`config.mk`:
```
export PLATFORM = sky130hd
export DESIGN_NAME = opll_write_scheduler
export DESIGN_NICKNAME = d
export VERILOG_FILES = /design/src/rtl/opll_write_scheduler.sv
export SDC_FILE = /design/constraint.sdc
export NUM_CORES = 1
export LEC_CHECK = 0
export ABC_AREA = 0
export CAP_MARGIN = 20
export CORE_MARGIN = 3
export CORE_UTILIZATION = 45
export DETAILED_ROUTE_END_ITERATION = 16
export DONT_BUFFER_PORTS = 1
export PLACE_DENSITY = 0.58
export SYNTH_ARGS = -nofsm -noshare
export SYNTH_HDL_FRONTEND = slang
export SYNTH_SLANG_ARGS = --single-unit
```
`constraint.sdc`:
```
create_clock -name CLK -period 5.2 [get_ports CLK]
set_clock_uncertainty 0.1 [all_clocks]
set_input_delay 0.52 -clock CLK [delete_from_list [all_inputs] [get_ports CLK]]
set_output_delay 0.52 -clock CLK [all_outputs]
set_load 0.02 [all_outputs]
```
`src/rtl/opll_write_scheduler.sv`:
```
// Two-requester write scheduler for an OPLL core: round-robin arbiter, small
// {reg,data} FIFO, and a CLK_EN-timed FSM that paces address/data writes.
module opll_write_scheduler #(
    parameter int FIFO_DEPTH = 4,
    parameter int WR_TICKS   = 4,
    parameter int ADDR_WAIT  = 72,
    parameter int DATA_WAIT  = 504
) (
    input  logic                              CLK,
    input  logic                              RESET,
    input  logic                              CLK_EN,
    input  logic                              CLR,
    input  logic                              REQ0_VALID,
    output logic                              REQ0_READY,
    input  logic [7:0]                        REQ0_REG,
    input  logic [7:0]                        REQ0_DATA,
    input  logic                              REQ1_VALID,
    output logic                              REQ1_READY,
    input  logic [7:0]                        REQ1_REG,
    input  logic [7:0]                        REQ1_DATA,
    output logic                              OPLL_CS_n,
    output logic                              OPLL_WR_n,
    output logic                              OPLL_A0,
    output logic [7:0]                        OPLL_D,
    output logic                              BUSY,
    output logic [$clog2(FIFO_DEPTH+1)-1:0]   LEVEL
);
    localparam int LW     = $clog2(FIFO_DEPTH + 1);
    localparam int PW     = $clog2(FIFO_DEPTH);
    localparam int MAX_T1 = (WR_TICKS > ADDR_WAIT) ? WR_TICKS : ADDR_WAIT;
    localparam int MAX_T  = (MAX_T1 > DATA_WAIT) ? MAX_T1 : DATA_WAIT;
    localparam int CW     = $clog2(MAX_T + 1);
    localparam logic [LW-1:0] DEPTH_L = LW'(FIFO_DEPTH);

    typedef enum logic [2:0] {IDLE, ADR_WR, ADR_WAIT, DAT_WR, DAT_WAIT} state_t;

    state_t          state_q, state_d;
    logic [CW-1:0]   cnt_q, cnt_d;
    logic [LW-1:0]   level_q, level_d;
    logic [PW-1:0]   wr_ptr_q, wr_ptr_d, rd_ptr_q, rd_ptr_d;
    logic            rr_q, rr_d;
    logic            run_q;
    logic            cs_q, cs_d, wr_q, wr_d, a0_q, a0_d;
    logic [7:0]      dout_q, dout_d, data_q, data_d;
    logic [15:0]     fifo_mem [FIFO_DEPTH];

    logic            grant0, grant1, open, push, pop, launch;
    logic [15:0]     push_word, head;

    // rr_q = 1 means requester 1 is favoured on the next contended cycle
    assign grant0     = REQ0_VALID && (!REQ1_VALID || !rr_q);
    assign grant1     = REQ1_VALID && (!REQ0_VALID || rr_q);
    assign open       = run_q && (level_q < DEPTH_L) && !CLR;
    assign REQ0_READY = open && grant0;
    assign REQ1_READY = open && grant1;
    assign push       = REQ0_READY || REQ1_READY;
    assign push_word  = REQ0_READY ? {REQ0_REG, REQ0_DATA} : {REQ1_REG, REQ1_DATA};
    assign head       = fifo_mem[rd_ptr_q];

    assign OPLL_CS_n = cs_q;
    assign OPLL_WR_n = wr_q;
    assign OPLL_A0   = a0_q;
    assign OPLL_D    = dout_q;
    assign LEVEL     = level_q;
    assign BUSY      = (state_q != IDLE) || (level_q != '0);

    always_comb begin
        state_d = state_q;
        cnt_d   = cnt_q;
        cs_d    = cs_q;
        wr_d    = wr_q;
        a0_d    = a0_q;
        dout_d  = dout_q;
        data_d  = data_q;
        launch  = 1'b0;
        case (state_q)
            IDLE: launch = (level_q != '0);
            ADR_WR: if (CLK_EN) begin
                if (cnt_q == '0) begin
                    state_d = ADR_WAIT;
                    cnt_d   = CW'(ADDR_WAIT - 1);
                    cs_d    = 1'b1;
                    wr_d    = 1'b1;
                end else begin
                    cnt_d = cnt_q - 1'b1;
                end
            end
            ADR_WAIT: if (CLK_EN) begin
                if (cnt_q == '0) begin
                    state_d = DAT_WR;
                    cnt_d   = CW'(WR_TICKS - 1);
                    cs_d    = 1'b0;
                    wr_d    = 1'b0;
                    a0_d    = 1'b1;
                    dout_d  = data_q;
                end else begin
                    cnt_d = cnt_q - 1'b1;
                end
            end
            DAT_WR: if (CLK_EN) begin
                if (cnt_q == '0) begin
                    state_d = DAT_WAIT;
                    cnt_d   = CW'(DATA_WAIT - 1);
                    cs_d    = 1'b1;
                    wr_d    = 1'b1;
                end else begin
                    cnt_d = cnt_q - 1'b1;
                end
            end
            DAT_WAIT: if (CLK_EN) begin
                if (cnt_q == '0) begin
                    state_d = IDLE;
                    cnt_d   = '0;
                    launch  = (level_q != '0);
                end else begin
                    cnt_d = cnt_q - 1'b1;
                end
            end
            default: state_d = IDLE;
        endcase
        // Starting a write pops the head and drives the register address at once
        if (launch) begin
            state_d = ADR_WR;
            cnt_d   = CW'(WR_TICKS - 1);
            cs_d    = 1'b0;
            wr_d    = 1'b0;
            a0_d    = 1'b0;
            dout_d  = head[15:8];
            data_d  = head[7:0];
        end
        if (CLR) begin
            state_d = IDLE;
            cnt_d   = '0;
            cs_d    = 1'b1;
            wr_d    = 1'b1;
            a0_d    = 1'b0;
            dout_d  = '0;
            launch  = 1'b0;
        end
    end

    assign pop = launch;

    always_comb begin
        wr_ptr_d = wr_ptr_q + PW'(push);
        rd_ptr_d = rd_ptr_q + PW'(pop);
        level_d  = level_q + LW'(push) - LW'(pop);
        rr_d     = push ? REQ0_READY : rr_q;
        if (CLR) begin
            wr_ptr_d = '0;
            rd_ptr_d = '0;
            level_d  = '0;
        end
    end

    always_ff @(posedge CLK) begin
        if (push) begin
            fifo_mem[wr_ptr_q] <= push_word;
        end
    end

    always_ff @(posedge CLK or posedge RESET) begin
        if (RESET) begin
            state_q  <= IDLE;
            cnt_q    <= '0;
            level_q  <= '0;
            wr_ptr_q <= '0;
            rd_ptr_q <= '0;
            rr_q     <= 1'b0;
            run_q    <= 1'b0;
            cs_q     <= 1'b1;
            wr_q     <= 1'b1;
            a0_q     <= 1'b0;
            dout_q   <= '0;
            data_q   <= '0;
        end else begin
            state_q  <= state_d;
            cnt_q    <= cnt_d;
            level_q  <= level_d;
            wr_ptr_q <= wr_ptr_d;
            rd_ptr_q <= rd_ptr_d;
            rr_q     <= rr_d;
            run_q    <= 1'b1;
            cs_q     <= cs_d;
            wr_q     <= wr_d;
            a0_q     <= a0_d;
            dout_q   <= dout_d;
            data_q   <= data_d;
        end
    end
endmodule

```
==> results of run 1 <==
layout make-up:
type	count	area [um^2]	share of cell area, %
flip-flops and latches	103	2900	58.3
multi-input cells	210	1620	32.5
well taps	133	166	3.35
clock buffers	10	128	2.57
repair buffers	8	60.1	1.21
inverters	14	52.6	1.06
clock inverters	6	51.3	1.03
final timing paths:
check,cells after the start,to,slack (ps)
max reg2reg,12,LEVEL[2],1850
min reg2reg,1,OPLL_D[7],420
min,2,OPLL_D[4],80
max in group asynchronous,2,OPLL_WR_n,4530
min in group CLK,1,cnt_q[1],130
max,12,LEVEL[2],1850
cell usage after synthesis (2+ instances only):
cell type  instances  share of area (%)
o211ai_1           3               0.49
a211o_1            2               0.38
ha_1               5                1.4
o31ai_1            2               0.32
edfxtp_1          64                 42
nor4_1             2               0.27
mux4_2            16                7.8
inv_1             13                1.1
a221o_1            8                1.7
dfrtp_1           38                 21
a31oi_1            2               0.27
nand3_1            5               0.54
nand2_1           60                4.9
xnor2_1            4               0.76
a211oi_1           4               0.65
clkbuf_1          10               0.81
and2_1             8                1.1
nor2b_1            5               0.68
nor2_1            12               0.97
o21ai_0           10                1.1
a21oi_1            7               0.76
nor3b_1            3               0.49
nor3_1             8               0.87
nand2b_1           5               0.68
a2111oi_0          2               0.38
a22o_1             3               0.57
mux2_2             8                1.9
sequential cells by signal, summed over array words and instances, names as in the netlist:
name / count
fifo_mem: 64
cnt_q: 9
OPLL_D: 8
data_q: 8
LEVEL: 3
state_q: 3
rd_ptr_q: 2
wr_ptr_q: 2
OPLL_A0: 1
OPLL_WR_n: 1
rr_q: 1
run_q: 1
worst max-delay path: cells and delay by family, from the launching register on:
family	cells	cell delay (ps)
xor+xnor	2	310
fa+ha+maj	3	790
buf+inv	3	290
flops	1	520
simple gates	4	1230
cell families (layout without fill, tap and decap cells):
logic type / after synthesis / count (layout) / synth area share (%)
other cells: 1 / 1 / 0.0811
xor+xnor: 5 / 5 / 0.947
mux: 25 / 25 / 9.96
compound gates: 53 / 53 / 8.55
simple gates: 120 / 120 / 13.4
fa+ha+maj: 6 / 6 / 1.79
buf+inv: 28 / 38 / 2.54
flops: 103 / 103 / 62.7
routing by layer:
metal / GRT usage, % / part of all wire (%) / vias up
met5: 0 / 0 / -
met2: 24.6 / 45 / 67
met3: 3.00 / 4.0 / 5
li1: - / - / 1283
met1: 26.6 / 50 / 1358
met4: 4.33 / 0.64 / 0
report_power, final:
group	internal, mW	switching, mW
Combinational	0.335	0.401
Sequential	1.01	0.175
Clock	0.182	0.277
==> metrics.md, run 1 <==
| Metric | Value |
|---|---|
| Critical path's slowest cell | `nand3_1` |
| Slew Limit Fails | `0` |
| CTS Hold Bufs | `0` |
| Hold Fails Final Rpt | `0` |
| Slew HR | `42.1%` |
| Fin crit share | `64.5%` |
| Critical Path Sink Type | `register` |
| Post-synth ARST share | `37.9%` |
| Highest clock rate | `a little under 300 MHz` |
| Final setup vio count | `0` |
| YS warnings | `0` |
| Final Non-Filler Cells | `between 400 and 500` |
| Most common cell after layout, fill and taps aside | `edfxtp_1` |
| Gpl congestion | `around 0.78` |
| Mapped Nets | `385` |
| Netlist Area Pre-Place | `between 4000 and 5000 um^2` |
| Placed wire-length estimate | `6060 um` |
| Worst min-delay path category | `in -> async` |
| Crit-path cells | `nor3b_1, nand3_1, clkinv_1, nor2_1, ha_1, inv_1, ha_1, inv_1, fa_1, xor2_1, xnor2_1, nor2_1` |
| Min Hold Slack | `75.3 ps` |
| CORE AREA | `9860 um^2` |
| Yosys reg bits | `roughly 100` |
| Share of layout cells above drive strength 1 | `17.1%` |
| FILL cells | `845` |
| Yosys cell types | `just under 60` |
| Clock Path Buffers | `2` |
| Critical path startpoint | `LEVEL[2]` |
| Rows | `36` |
| IO Pins | `55` |
| Sequential element share of the synthesized area | `62.7%` |
| H-tree levels | `3` |
| Post-CTS setup buffers | `0` |
| CP Class | `reg -> reg` |
| Starting Density | `46.9%` |
| TritonCTS clock tree | `yes` |
| Outcome | `complete, no violations` |
| Vias | `approximately 2.7k` |
| Drt first pass iters | `4` |
| Fin Setup TNS | `0 ps` |
| Post-synth EDFFs | `64` |
| P&R area growth vs syn | `7.58%` |
| Final min period | `3350 ps` |
| Tot GR Track Use | `17.0%` |
| Drt wl/cell | `approximately 19 um` |
| Post-Place Cells | `between 400 and 500` |
| Vias in the first global route | `around 2.6k` |
| Die ar. | `11,500 um^2` |
| CTS resizes | `0` |
| Total power | `between 2 and 2.5 mW` |
| First-pass GRT wire length | `14,800 um` |
| Clock Latency Late Sink | `350 ps` |
| CP max FO | `18` |
| Chip Height | `107 um` |
| Antenna violations before repair | `0` |
| Post-Place Cell Area | `~4800 um^2` |
| CTS Sinks | `103` |
| PortBufs | `0` |
| Largest net degree at the start of global routing | `40` |
| Max IR drop VDD | `0.147 mV` |
| Slew @ Worst Pin | `865 ps` |
| Post-Syn Instances | `roughly 340` |
| Clock slew at reported path FFs | `~100 ps` |
| WL final | `9280 um` |
| DRC viols | `0` |
| DR vias/cell | `approximately 5.6` |
| Most frequent cells in the layout | `edfxtp_1, nand2_1, dfrtp_1` |
| Avg Cell Area, Syn | `13.6 um^2` |
| Total gr overflow | `0` |
| RSZ-0062 raised after global routing | `false` |
| Lkg Pwr | `1.88 nW` |
| Die Wd | `107 um` |
| Max stage delay on crit path | `between 600 and 700 ps` |
| PnR worst setup slack | `1850 ps` |
| CP required | `approximately 5300 ps` |
| Dominant synthesized flop cell | `edfxtp_1` |
| Final instance area | `~5000 um^2` |
| Antenna cells | `0` |
| Antenna Nets Post-Route | `0` |
| Startpoint types | `register` |
| Root buf cell | `clkbuf_8` |
| Inserted Clock Buffers | `9` |
| Final core occ | `50.4%` |
| Crit path arrival time | `3490 ps` |
| Max-capacitance violation count | `0` |
| FF-to-FF Start | `LEVEL[2]` |
| Violation count after the first detailed-route iteration | `165` |
| Post-place setup slack | `1800 ps` |
| Power Dens Cells | `479 nW/um^2` |
| Nets | `390` |
Power figures use the tool's default switching activity.
==> inputs of run 2 (changes only) <==
==> constraint.sdc (replaced) <==
create_clock -name CLK -period 3.2 [get_ports CLK]
set_clock_uncertainty 0.1 [all_clocks]
set_input_delay 0.32 -clock CLK [delete_from_list [all_inputs] [get_ports CLK]]
set_output_delay 0.32 -clock CLK [all_outputs]
set_load 0.02 [all_outputs]
==> metrics.md, run 2 (synthesized netlist as in run 1, its figures left out) <==
| Metric | Value |
|---|---|
| Hold Fails Final Rpt | `0 (unchanged)` |
| Drt wl/cell | `19.0 um (was 19.2 um)` |
| Critical Path Sink Type | `register (unchanged)` |
| Outcome | `complete, no violations (unchanged)` |
| Highest clock rate | `345 MHz (was 298 MHz)` |
| Post-place setup slack | `265 ps (was 1800 ps)` |
| DRC viols | `0 (unchanged)` |
| Drt first pass iters | `4 (unchanged)` |
| Clock Latency Late Sink | `360 ps (was 350 ps)` |
| IO Pins | `55 (unchanged)` |
| Lkg Pwr | `1.94 nW (was 1.88 nW)` |
| RR Endpoint | `LEVEL[2] (unchanged)` |
| Biggest regs | `fifo_mem: 64 flops, cnt_q: 9 flops (unchanged)` |
| Die ar. | `11,500 um^2 (unchanged)` |
| Tot GR Track Use | `17.7% (was 17.0%)` |
| Clock Path Buffers | `2 (unchanged)` |
| Max IR drop VDD | `0.358 mV (was 0.147 mV)` |
| WL final | `9430 um (was 9280 um)` |
| CP required | `3340 ps (was 5340 ps)` |
| Max-capacitance violation count | `0 (unchanged)` |
| Fin Setup TNS | `0 ps (unchanged)` |
| Slew @ Worst Pin | `824 ps (was 865 ps)` |
| Starting Density | `46.9% (unchanged)` |
| Startpoint types | `register (unchanged)` |
| Power Dens Cells | `781 nW/um^2 (was 479 nW/um^2)` |
| Final min period | `2900 ps (was 3350 ps)` |
| Worst r2r path cells | `13 (was 12)` |
| Worst Hold Depth | `3` |
| H-tree levels | `3 (unchanged)` |
| CTS Sinks | `103 (unchanged)` |
| Slew HR | `45.1% (was 42.1%)` |
| Placed wire-length estimate | `6370 um (was 6060 um)` |
| Fin crit share | `90.5% (was 64.5%)` |
| Antenna Nets Post-Route | `0 (unchanged)` |
| Slew Limit Fails | `0 (unchanged)` |
| Share of layout cells above drive strength 1 | `19.6% (was 17.1%)` |
| Post-CTS setup buffers | `0 (unchanged)` |
| PnR worst setup slack | `304 ps (was 1850 ps)` |
| Most frequent cells in the layout | `edfxtp_1, nand2_1, dfrtp_1 (unchanged)` |
| Antenna cells | `0 (unchanged)` |
| Worst min-delay path category | `in -> reg (was in -> async)` |
| Final core occ | `51.4% (was 50.4%)` |
| Max reg flops | `64 (unchanged)` |
| Vias in the first global route | `2,817 (was 2,638)` |
| Largest net degree at the start of global routing | `28 (was 40)` |
| Total gr overflow | `0 (unchanged)` |
| Final setup vio count | `0 (unchanged)` |
| Inserted Clock Buffers | `9 (unchanged)` |
| Most flops, register | `fifo_mem (unchanged)` |
| DR vias/cell | `5.66 (was 5.61)` |
| Chip Height | `107 um (unchanged)` |
| FF-to-FF Start | `cnt_q[0] (was LEVEL[2])` |
| Hold Path Sink | `rr_q` |
| Flop2flop setup slack | `300 ps (was 1850 ps)` |
| CP max FO | `5 (was 18)` |
| Crit path arrival time | `3040 ps (was 3490 ps)` |
| P&R area growth vs syn | `9.77% (was 7.58%)` |
| Rows | `36 (unchanged)` |
| Antenna violations before repair | `0 (unchanged)` |
| Violation count after the first detailed-route iteration | `200 (was 165)` |
| Hold path start | `REQ1_VALID` |
| Vias | `2,804 (was 2,713)` |
| Root buf cell | `clkbuf_8 (unchanged)` |
| Die Wd | `107 um (unchanged)` |
| CORE AREA | `9860 um^2 (unchanged)` |
| RSZ-0062 raised after global routing | `false (unchanged)` |
| Most common cell after layout, fill and taps aside | `edfxtp_1 (unchanged)` |
| PortBufs | `0 (unchanged)` |
| TritonCTS clock tree | `yes (unchanged)` |
| Clock slew at reported path FFs | `100 ps (about the same)` |
| Nets | `401 (was 390)` |
| CP Class | `reg -> reg (unchanged)` |
| Gpl congestion | `0.869 (was 0.775)` |
| First-pass GRT wire length | `15,400 um (was 14,800 um)` |
## run 2: cell types whose count changed in the layout (fill, tap and decap cells not counted)
cell,delta
clkinv_8,+1
clkinv_2,+1
nor3_2,+1
clkinv_4,-1
dlygate4sd3_1,+2
buf_4,+9
nor3_1,-1
clkbuf_1,-1
## run 2: worst max path at each step
stage          cells after the start        to     start
2_1_floorplan                     13  LEVEL[2]  cnt_q[0]
5_1_grt                           13  LEVEL[2]  cnt_q[0]
4_1_cts                           13  LEVEL[2]  cnt_q[0]
3_5_place_dp                      13  LEVEL[2]  cnt_q[0]
6_report                          13  LEVEL[2]  cnt_q[0]
3_3_place_gp                      13  LEVEL[2]  cnt_q[0]
## run 2: timing repair
action	CTS	global route
resized for setup	0	1
hold buffers	2	0
setup endpoints to repair	0	1
endpoints found under the hold margin	22	0
## run 2: cell type report
cell class              instances  area (um^2)
clock buffers                   9          124
clock inverters                 7         63.8
fillers                       855         4790
inverters                      14         52.6
multi-input cells             210         1620
flip-flops and latches        103         2900
well taps                     133          166
repair buffers                 19          148
## run 2: where the power goes
part	switching, mW	leakage, nW	total, mW	internal [mW]
logic	0.682	0.766	1.27	0.589
clock network	0.474	0.0938	0.774	0.300
registers	0.272	1.08	1.92	1.65
## run 2: critical path: stages, from the launching register on
cell and delay [ps]:
dfrtp_1 410, inv_1 90, ha_1 200, nor4b_2 300, a31oi_1 240, nor3_2 210
ha_1 260, inv_1 50, ha_1 130, inv_1 50, fa_1 370, xor2_1 170
xnor2_1 130, nor2_1 60
## run 2: metrics by stage
stage / power (mW) / area [um^2] / instances / hold slack (ps)
after global routing: 4.20 / 5070 / 495 / 65.9
after global placement: 3.19 / 4860 / 477 / 185
after CTS: 4.01 / 5070 / 495 / 48.1
after detailed placement: 3.22 / 4860 / 477 / 177
final: 3.96 / 5070 / 495 / 64.2
after floorplan: 2.88 / 4620 / 341 / 359
## run 2: routing by layer
layer,global-route usage [%],vias up,wire length [um],share of wire (%)
li1,-,1305,-,-
met4,5.59,0,96,1.0
met5,0,-,0,0
met3,3.00,8,611,6.5
met1,24.8,1399,4150,44
met2,28.3,92,4570,48
